<file path="src/rtl/max7219_pkg.sv">
// Shared definitions for the MAX7219 display driver: register addresses,
// controller state encoding and the hex digit to seven-segment encoder.
package max7219_pkg;

    // Register addresses
    localparam logic [3:0] ADDR_DIGIT0     = 4'h1;
    localparam logic [3:0] ADDR_DIGIT1     = 4'h2;
    localparam logic [3:0] ADDR_DIGIT2     = 4'h3;
    localparam logic [3:0] ADDR_DIGIT3     = 4'h4;
    localparam logic [3:0] ADDR_DIGIT4     = 4'h5;
    localparam logic [3:0] ADDR_DIGIT5     = 4'h6;
    localparam logic [3:0] ADDR_DIGIT6     = 4'h7;
    localparam logic [3:0] ADDR_DIGIT7     = 4'h8;
    localparam logic [3:0] ADDR_DECODE     = 4'h9;
    localparam logic [3:0] ADDR_INTENSITY  = 4'hA;
    localparam logic [3:0] ADDR_SCAN_LIMIT = 4'hB;
    localparam logic [3:0] ADDR_SHUTDOWN   = 4'hC;
    localparam logic [3:0] ADDR_TEST       = 4'hF;

    // Word sequence: five init words, then eight digit words per pass
    localparam int NUM_INIT_WORDS = 5;
    localparam int NUM_DIGITS     = 8;

    typedef enum logic [2:0] {
        RESET_WAIT = 3'd0,
        INIT       = 3'd1,
        CS_SETUP   = 3'd2,
        SHIFT_LOW  = 3'd3,
        SHIFT_HIGH = 3'd4,
        CS_HOLD    = 3'd5,
        GAP        = 3'd6
    } state_t;

    // Segment byte {DP, A, B, C, D, E, F, G} for a hex nibble, DP always off
    function automatic logic [7:0] hex_to_seg(input logic [3:0] h);
        logic [7:0] s;
        case (h)
            4'h0: s = 8'h7E;
            4'h1: s = 8'h30;
            4'h2: s = 8'h6D;
            4'h3: s = 8'h79;
            4'h4: s = 8'h33;
            4'h5: s = 8'h5B;
            4'h6: s = 8'h5F;
            4'h7: s = 8'h70;
            4'h8: s = 8'h7F;
            4'h9: s = 8'h7B;
            4'hA: s = 8'h77;
            4'hB: s = 8'h1F;
            4'hC: s = 8'h4E;
            4'hD: s = 8'h3D;
            4'hE: s = 8'h4F;
            default: s = 8'h47;
        endcase
        return s;
    endfunction

endpackage

</file>
<file path="src/rtl/max7219_shifter.sv">
// Serializer for a chain of MAX7219 devices: one transaction shifts the whole
// chain word MSB-first with CLK_DIV-clock spi_clk half-periods, framed by cs.
// With MAX7219_DISPLAY_DEBUG_PINS_EN defined, the FSM state is exported.
module max7219_shifter
    import max7219_pkg::*;
#(
    parameter int NUM_CASCADES = 1,
    parameter int CLK_DIV      = 4
) (
    input  logic                         clk,
    input  logic                         reset,
    input  logic                         start,
    input  logic [16*NUM_CASCADES-1:0]   word,
    output logic                         ready,
    output logic                         done,
    output logic                         spi_clk,
    output logic                         dout,
    output logic                         cs
`ifdef MAX7219_DISPLAY_DEBUG_PINS_EN
    ,
    output state_t                       state
`endif
);

    localparam int WW = 16 * NUM_CASCADES;
    localparam int CW = $clog2(2 * CLK_DIV) + 1;
    localparam int BW = $clog2(WW) + 1;
    localparam logic [CW-1:0] HALF_LAST = CW'(CLK_DIV - 1);
    localparam logic [CW-1:0] GAP_LAST  = CW'(2 * CLK_DIV - 1);
    localparam logic [BW-1:0] BIT_LAST  = BW'(WW - 1);

    state_t          state_q, state_d;
    logic [CW-1:0]   cnt_q, cnt_d;
    logic [BW-1:0]   bit_q, bit_d;
    logic [WW-1:0]   shreg_q, shreg_d;
    logic            spi_clk_q, spi_clk_d;
    logic            dout_q, dout_d;
    logic            cs_q, cs_d;
    logic            done_q, done_d;

    // State, timing counters and registered serial outputs
    always_ff @(posedge clk or posedge reset) begin
        if (reset) begin
            state_q   <= RESET_WAIT;
            cnt_q     <= '0;
            bit_q     <= '0;
            shreg_q   <= '0;
            spi_clk_q <= 1'b0;
            dout_q    <= 1'b0;
            cs_q      <= 1'b1;
            done_q    <= 1'b0;
        end else begin
            state_q   <= state_d;
            cnt_q     <= cnt_d;
            bit_q     <= bit_d;
            shreg_q   <= shreg_d;
            spi_clk_q <= spi_clk_d;
            dout_q    <= dout_d;
            cs_q      <= cs_d;
            done_q    <= done_d;
        end
    end

    // Next state; pins are decoded from the next state so they leave flops cleanly
    always_comb begin
        state_d = state_q;
        cnt_d   = cnt_q + 1'b1;
        bit_d   = bit_q;
        shreg_d = shreg_q;
        done_d  = 1'b0;
        ready   = 1'b0;
        case (state_q)
            // Both hold cs high for 2*CLK_DIV clocks before the next word may start
            RESET_WAIT, GAP: begin
                if (cnt_q == GAP_LAST) begin
                    ready = 1'b1;
                    cnt_d = '0;
                    if (start) begin
                        state_d = CS_SETUP;
                        shreg_d = word;
                        bit_d   = '0;
                    end else begin
                        state_d = INIT;
                    end
                end
            end
            INIT: begin
                ready = 1'b1;
                cnt_d = '0;
                if (start) begin
                    state_d = CS_SETUP;
                    shreg_d = word;
                    bit_d   = '0;
                end
            end
            CS_SETUP: begin
                if (cnt_q == HALF_LAST) begin
                    cnt_d   = '0;
                    state_d = SHIFT_LOW;
                end
            end
            SHIFT_LOW: begin
                if (cnt_q == HALF_LAST) begin
                    cnt_d   = '0;
                    state_d = SHIFT_HIGH;
                end
            end
            SHIFT_HIGH: begin
                if (cnt_q == HALF_LAST) begin
                    cnt_d = '0;
                    if (bit_q == BIT_LAST) begin
                        state_d = CS_HOLD;
                    end else begin
                        state_d = SHIFT_LOW;
                        shreg_d = {shreg_q[WW-2:0], 1'b0};
                        bit_d   = bit_q + 1'b1;
                    end
                end
            end
            CS_HOLD: begin
                if (cnt_q == HALF_LAST) begin
                    cnt_d   = '0;
                    state_d = GAP;
                    done_d  = 1'b1;
                end
            end
            default: begin
                cnt_d   = '0;
                state_d = RESET_WAIT;
            end
        endcase

        spi_clk_d = (state_d == SHIFT_HIGH);
        cs_d      = !(state_d == CS_SETUP || state_d == SHIFT_LOW ||
                      state_d == SHIFT_HIGH || state_d == CS_HOLD);
        dout_d    = (state_d == CS_SETUP || state_d == SHIFT_LOW ||
                     state_d == SHIFT_HIGH) ? shreg_d[WW-1] : 1'b0;
    end

    assign spi_clk = spi_clk_q;
    assign dout    = dout_q;
    assign cs      = cs_q;
    assign done    = done_q;
`ifdef MAX7219_DISPLAY_DEBUG_PINS_EN
    assign state   = state_q;
`endif

endmodule

</file>
<file path="src/rtl/max7219_display.sv">
// MAX7219 chain driver: sends the init sequence after reset, then refreshes
// digits 1..8 endlessly from a per-pass snapshot of frame as hex digits.
// Optional debug outputs on pin are enabled by MAX7219_DISPLAY_DEBUG_PINS_EN.
module max7219_display
    import max7219_pkg::*;
#(
    parameter int NUM_CASCADES = 1,
    parameter int INTENSITY    = 8,
    parameter int CLK_DIV      = 4
) (
    input  logic         clk,
    input  logic         reset,
    input  logic [7:0]   frame [4*NUM_CASCADES],
    output logic         spi_clk,
    output logic         dout,
    output logic         cs,
    output logic         stop,
    output logic [10:1]  pin
);

    localparam logic [3:0] INT_NIB   = 4'(INTENSITY);
    localparam logic [3:0] IDX_DIG1  = 4'(NUM_INIT_WORDS);
    localparam logic [3:0] IDX_DIG8  = 4'(NUM_INIT_WORDS + NUM_DIGITS - 1);

    // idx: 0..4 init words, 5..12 digit addresses 1..8
    logic [3:0]                  idx_q, idx_d;
    logic [7:0]                  snap_q [4*NUM_CASCADES];
    logic [7:0]                  snap_d [4*NUM_CASCADES];
    logic [16*NUM_CASCADES-1:0]  word_w;
    logic                        ready, done;
`ifdef MAX7219_DISPLAY_DEBUG_PINS_EN
    state_t                      dbg_state;
`endif

    // Word index and frame snapshot registers
    always_ff @(posedge clk or posedge reset) begin
        if (reset) begin
            idx_q  <= '0;
            snap_q <= '{default: '0};
        end else begin
            idx_q  <= idx_d;
            snap_q <= snap_d;
        end
    end

    // Advance after each transaction; snapshot frame just before digit 1 is built
    always_comb begin
        idx_d  = idx_q;
        snap_d = snap_q;
        if (done) begin
            if (idx_q == IDX_DIG1 - 4'd1 || idx_q == IDX_DIG8) begin
                idx_d  = IDX_DIG1;
                snap_d = frame;
            end else begin
                idx_d = idx_q + 4'd1;
            end
        end
    end

    // One 16-bit word per chip; chip NUM_CASCADES-1 sits in the top bits so it shifts first
    for (genvar gi = 0; gi < NUM_CASCADES; gi++) begin : g_chip
        logic [2:0]  nib_sel;
        logic [7:0]  sel_byte;
        logic [3:0]  nib;
        logic [11:0] addr_data;

        // digit d shows nibble 8-d, and d = idx-4
        assign nib_sel = 3'(4'd12 - idx_q);
        assign nib     = nib_sel[0] ? sel_byte[3:0] : sel_byte[7:4];

        // Pick this chip's byte holding the selected nibble
        always_comb begin
            case (nib_sel[2:1])
                2'd0:    sel_byte = snap_q[4*gi];
                2'd1:    sel_byte = snap_q[4*gi+1];
                2'd2:    sel_byte = snap_q[4*gi+2];
                default: sel_byte = snap_q[4*gi+3];
            endcase
        end

        // Register address and data for the current word index
        always_comb begin
            case (idx_q)
                4'd0:    addr_data = {ADDR_SHUTDOWN, 8'h01};
                4'd1:    addr_data = {ADDR_TEST, 8'h00};
                4'd2:    addr_data = {ADDR_DECODE, 8'h00};
                4'd3:    addr_data = {ADDR_SCAN_LIMIT, 8'h07};
                4'd4:    addr_data = {ADDR_INTENSITY, 4'h0, INT_NIB};
                default: addr_data = {idx_q - 4'd4, hex_to_seg(nib)};
            endcase
        end

        assign word_w[16*gi +: 16] = {4'h0, addr_data};
    end

    max7219_shifter #(
        .NUM_CASCADES (NUM_CASCADES),
        .CLK_DIV      (CLK_DIV)
    ) u_shifter (
        .clk     (clk),
        .reset   (reset),
        .start   (ready),
        .word    (word_w),
        .ready   (ready),
        .done    (done),
        .spi_clk (spi_clk),
        .dout    (dout),
        .cs      (cs)
`ifdef MAX7219_DISPLAY_DEBUG_PINS_EN
        ,
        .state   (dbg_state)
`endif
    );

    // done coincides with cs rising, so this marks the end of the digit-8 word
    assign stop = done & (idx_q == IDX_DIG8);

`ifdef MAX7219_DISPLAY_DEBUG_PINS_EN
    logic [2:0] dbg_digit;
    assign dbg_digit = (idx_q >= IDX_DIG1) ? 3'(idx_q - IDX_DIG1) : 3'd0;
    assign pin = reset ? 10'd0 : {dbg_digit, dbg_state, stop, cs, dout, spi_clk};
`else
    assign pin = '0;
`endif

endmodule

</file>
<file path="config.mk">
export PLATFORM = sky130hd
export DESIGN_NAME = max7219_display
export DESIGN_NICKNAME = d
export VERILOG_FILES = /design/src/rtl/max7219_pkg.sv /design/src/rtl/max7219_shifter.sv /design/src/rtl/max7219_display.sv
export SDC_FILE = /design/constraint.sdc
export NUM_CORES = 1
export LEC_CHECK = 0
export ABC_AREA = 1
export BUFFER_PORTS_ARGS = -buffer_cell sky130_fd_sc_hd__buf_2
export CORE_AREA = 2 2 111 113
export CTS_CLUSTER_DIAMETER = 60
export DETAILED_ROUTE_END_ITERATION = 12
export DIE_AREA = 0 0 113 115
export PLACE_DENSITY = 0.63
export SLEW_MARGIN = 20
export SYNTH_ARGS = -nofsm -noshare
export SYNTH_HDL_FRONTEND = slang
export SYNTH_HIERARCHICAL = 1
export SYNTH_SLANG_ARGS = --single-unit
</file>
<file path="constraint.sdc">
create_clock -name clk -period 2.6 [get_ports clk]
set_input_delay 0.52 -clock clk [delete_from_list [all_inputs] [get_ports clk]]
set_output_delay 0.52 -clock clk [all_outputs]
set_load 0.03 [all_outputs]
</file>
==> results.toml <==
[critical_path]
end_kind = "register"
r2r-start = "idx_q[1]"
worstRegToRegCells = 19
crit_fanout = 11
crit_start = "idx_q[1]"
critPathMostFrequentCell = "nand2_1"
arrival_ns = 2.60
crit_chain = "inv_1, ha_2, buf_6, nor2_2, nand2_1, nand2_1, nor2_1, nand3_1, nand2_1, inv_2, buf_4, ha_4, nand3_1, nand3_1, nand2_1, nand2_1, nand2_1, nand3_1, nand3_1"
critPathRequiredTime_ns = 2.81
cp_slowest_cell = "ha_2"
startpoint_type = "register"
cpPeakStageDelay_ns = 0.36
path_class = "register to register"

[synth]
synth-seq-cells = 68
yosys.area.top_type_share_pct = 41.4
async_flop_share_pct = 100
synthCells = 556
synth_edf_count = 0
synth_top_cell_by_area = "dfrtp_1"
ys.flop_type = "dfrtp_1"
yosysSeqAreaShare_pct = 42.1
synth.distinct_cells = 37
synth_area_leaders = "dfrtp_1 41%, nand2_1 19%, nand3_1 8.0%"
avgSynthCellArea_um2 = 7.28
yosysWarnings = 6
syn-cell-area_mm2 = 0.00405

[clock_network]
htree_levels = 3
cts.clk_slew.worst_paths_ns = 0.05
cts_tree = "yes"
cts_max_path_buffers = 2
cts_buffers = 9
cts_sinks = 68
cts-root-buf = "clkbuf_16"
clock_latency_ns = 0.33

[placement]
dp_hpwl_mm = 6.69
dp_slack_ns = 0.139
dpl_cell_area_mm2 = 0.00443
portBuffers = 37
placedCellCount = 745
gp_congestion = 0.920

[timing]
finalSetupViolCount = 0
slew_violations = 0
fin_crit_ns = 2.39
fin_ws_ns = 0.211
fmax_ghz = 0.419
period_share_pct = 91.9
slew_headroom_pct = 45.6
finClkSkew_ns = 0.00798
whs_ns = 0.293
fin_setup_tns_ns = 0
hold_viol_final = 0
worstMarginPinSlew_ns = 0.815

[cells_and_area]
final_cells = 763
antenna_cells = 0
final_cell_mix = "208 x nand2_1, 67 x dfrtp_1, 65 x nand3_1"
drive_above_1_share_pct = 18.5
syn2layout_area_growth_pct = 18.2
fin_area_mm2 = 0.00478
num-nets-final = 665
final_common_cell = "nand2_1"

[routing]
routed_via_density = 4.58
wl_met2_mm = 4.40
drtIter0Drc = 138
wl_per_cell_um = 11.7
top_layer = "met4"
ant_nets = 0
first_pass_iters = 9
wl_mm = 8.95
wl_met1_mm = 4.06
met3WireLength_um = 346
remaining_drc_errors = 1
vias = 3493

[power_and_ir_drop]
seq_power_share_pct = 46.1
power-per-cell-area_mw_per_mm2 = 481
p_comb_share_pct = 2.9
clockPowerShare_pct = 51.0
swShare_pct = 21.4
leakagePower_nw = 2.40
p_int_w = 0.00181
p_switching_w = 0.000493
ir_drop_mv = 0.353

[global_routing]
grt_pass1_wl_mm = 15.1
grt_max_degree = 42
first_global_vias = 3343
grt_overflow = 0
grt_usage_pct = 14.5
antenna_found_initial = 0

[die]
core-area_mm2 = 0.0118
rows = 40
initial_core_util_pct = 34.2
fp.dieH_um = 115
die-area_mm2 = 0.0130
die_w_um = 113
ios = 48

[status]
outcome = "finished with violations"
violations = "DRC"

[hold_path]
hold_path_class = "input pin to asynchronous set/reset pin"

[run]
drv_cap = 0
==> final timing paths <==
path / slack (ns) / end
setup / recovery: 0.21 / u_shifter/shreg_q[3]
hold / removal: 0.29 / snap_q[1]
max in group asynchronous: 1.64 / u_shifter/bit_q[4]
min in group clk: 0.38 / snap_q[29]
setup reg to reg: 0.21 / u_shifter/shreg_q[3]
hold reg to reg: 0.45 / u_shifter/cnt_q[0]
==> routing by layer <==
layer  GRT usage [%]  vias to the layer above
met5               0                        -
li1                -                     1840
met2            24.8                       66
met3            3.64                        9
met1            17.8                     1578
met4            5.45                        0
==> metrics by stage <==
stage / util, % / power (W)
6_report: 40.5 / 0.00230
5_1_grt: 40.5 / 0.00239
4_1_cts: 39.9 / 0.00233
3_5_place_dp: 37.5 / 0.00115
3_3_place_gp: 37.5 / 0.00115
2_1_floorplan: - / 0.00113
==> worst max-delay path: cells and delay by family (launching register included) <==
family	cells	cell delay, ns
and+or+nand+nor	13	0.92
adders and majority gates	2	0.61
DFF	1	0.34
buffers and inverters	4	0.40
==> sequential cells by signal, indices dropped and copies added, names as in the netlist <==
register	flops
u_shifter/dout	1
u_shifter/shreg_q	16
idx_q	4
u_shifter/state_q	3
u_shifter/done	1
u_shifter/cnt_q	4
u_shifter/cs	1
u_shifter/bit_q	5
snap_q	32
u_shifter/spi_clk	1
==> synth_stat cells (5+ instances only) <==
master and n:
nand3_1 65, inv_1 47, nand2_1 210, inv_2 9, ha_1 18, buf_4 12
a21oi_1 7, nor2_1 36, dfrtp_1 67, nor2_2 5, clkbuf_1 8, o21ai_0 23
nand2_2 9
==> power groups by stage <==
stage	registers, W	logic [W]	clock network, W
3_3_place_gp	0.00108	0.0000685	0
3_5_place_dp	0.00108	0.0000704	0
4_1_cts	0.00106	0.0000705	0.00119
2_1_floorplan	0.00108	0.0000475	0
5_1_grt	0.00106	0.0000779	0.00126
6_report	0.00106	0.0000678	0.00117
==> cell families after synthesis <==
group	share of synthesized area [%]
and+or+nand+nor	36.8
DFF	42.1
xor gates and xnor gates	0.650
buffers and inverters	8.82
other	0.0927
AOI/OAI and AO/OA	6.00
adders and majority gates	5.57
==> cell type report <==
cell class	count	area [µm²]
clock inverter	5	55.1
clock buffer	9	225
fill	1243	7030
sequential	68	1700
tap	147	184
multi-input combinational	423	2080
inverter	56	213
timing repair buffer	55	324
==> what timing repair did <==
item	4_1_cts	5_1_grt
gates resized for setup	0	14
setup endpoints to repair	0	7
setup buffers	0	4
hold buffers	0	0
(Power assumes the default switching activity.)
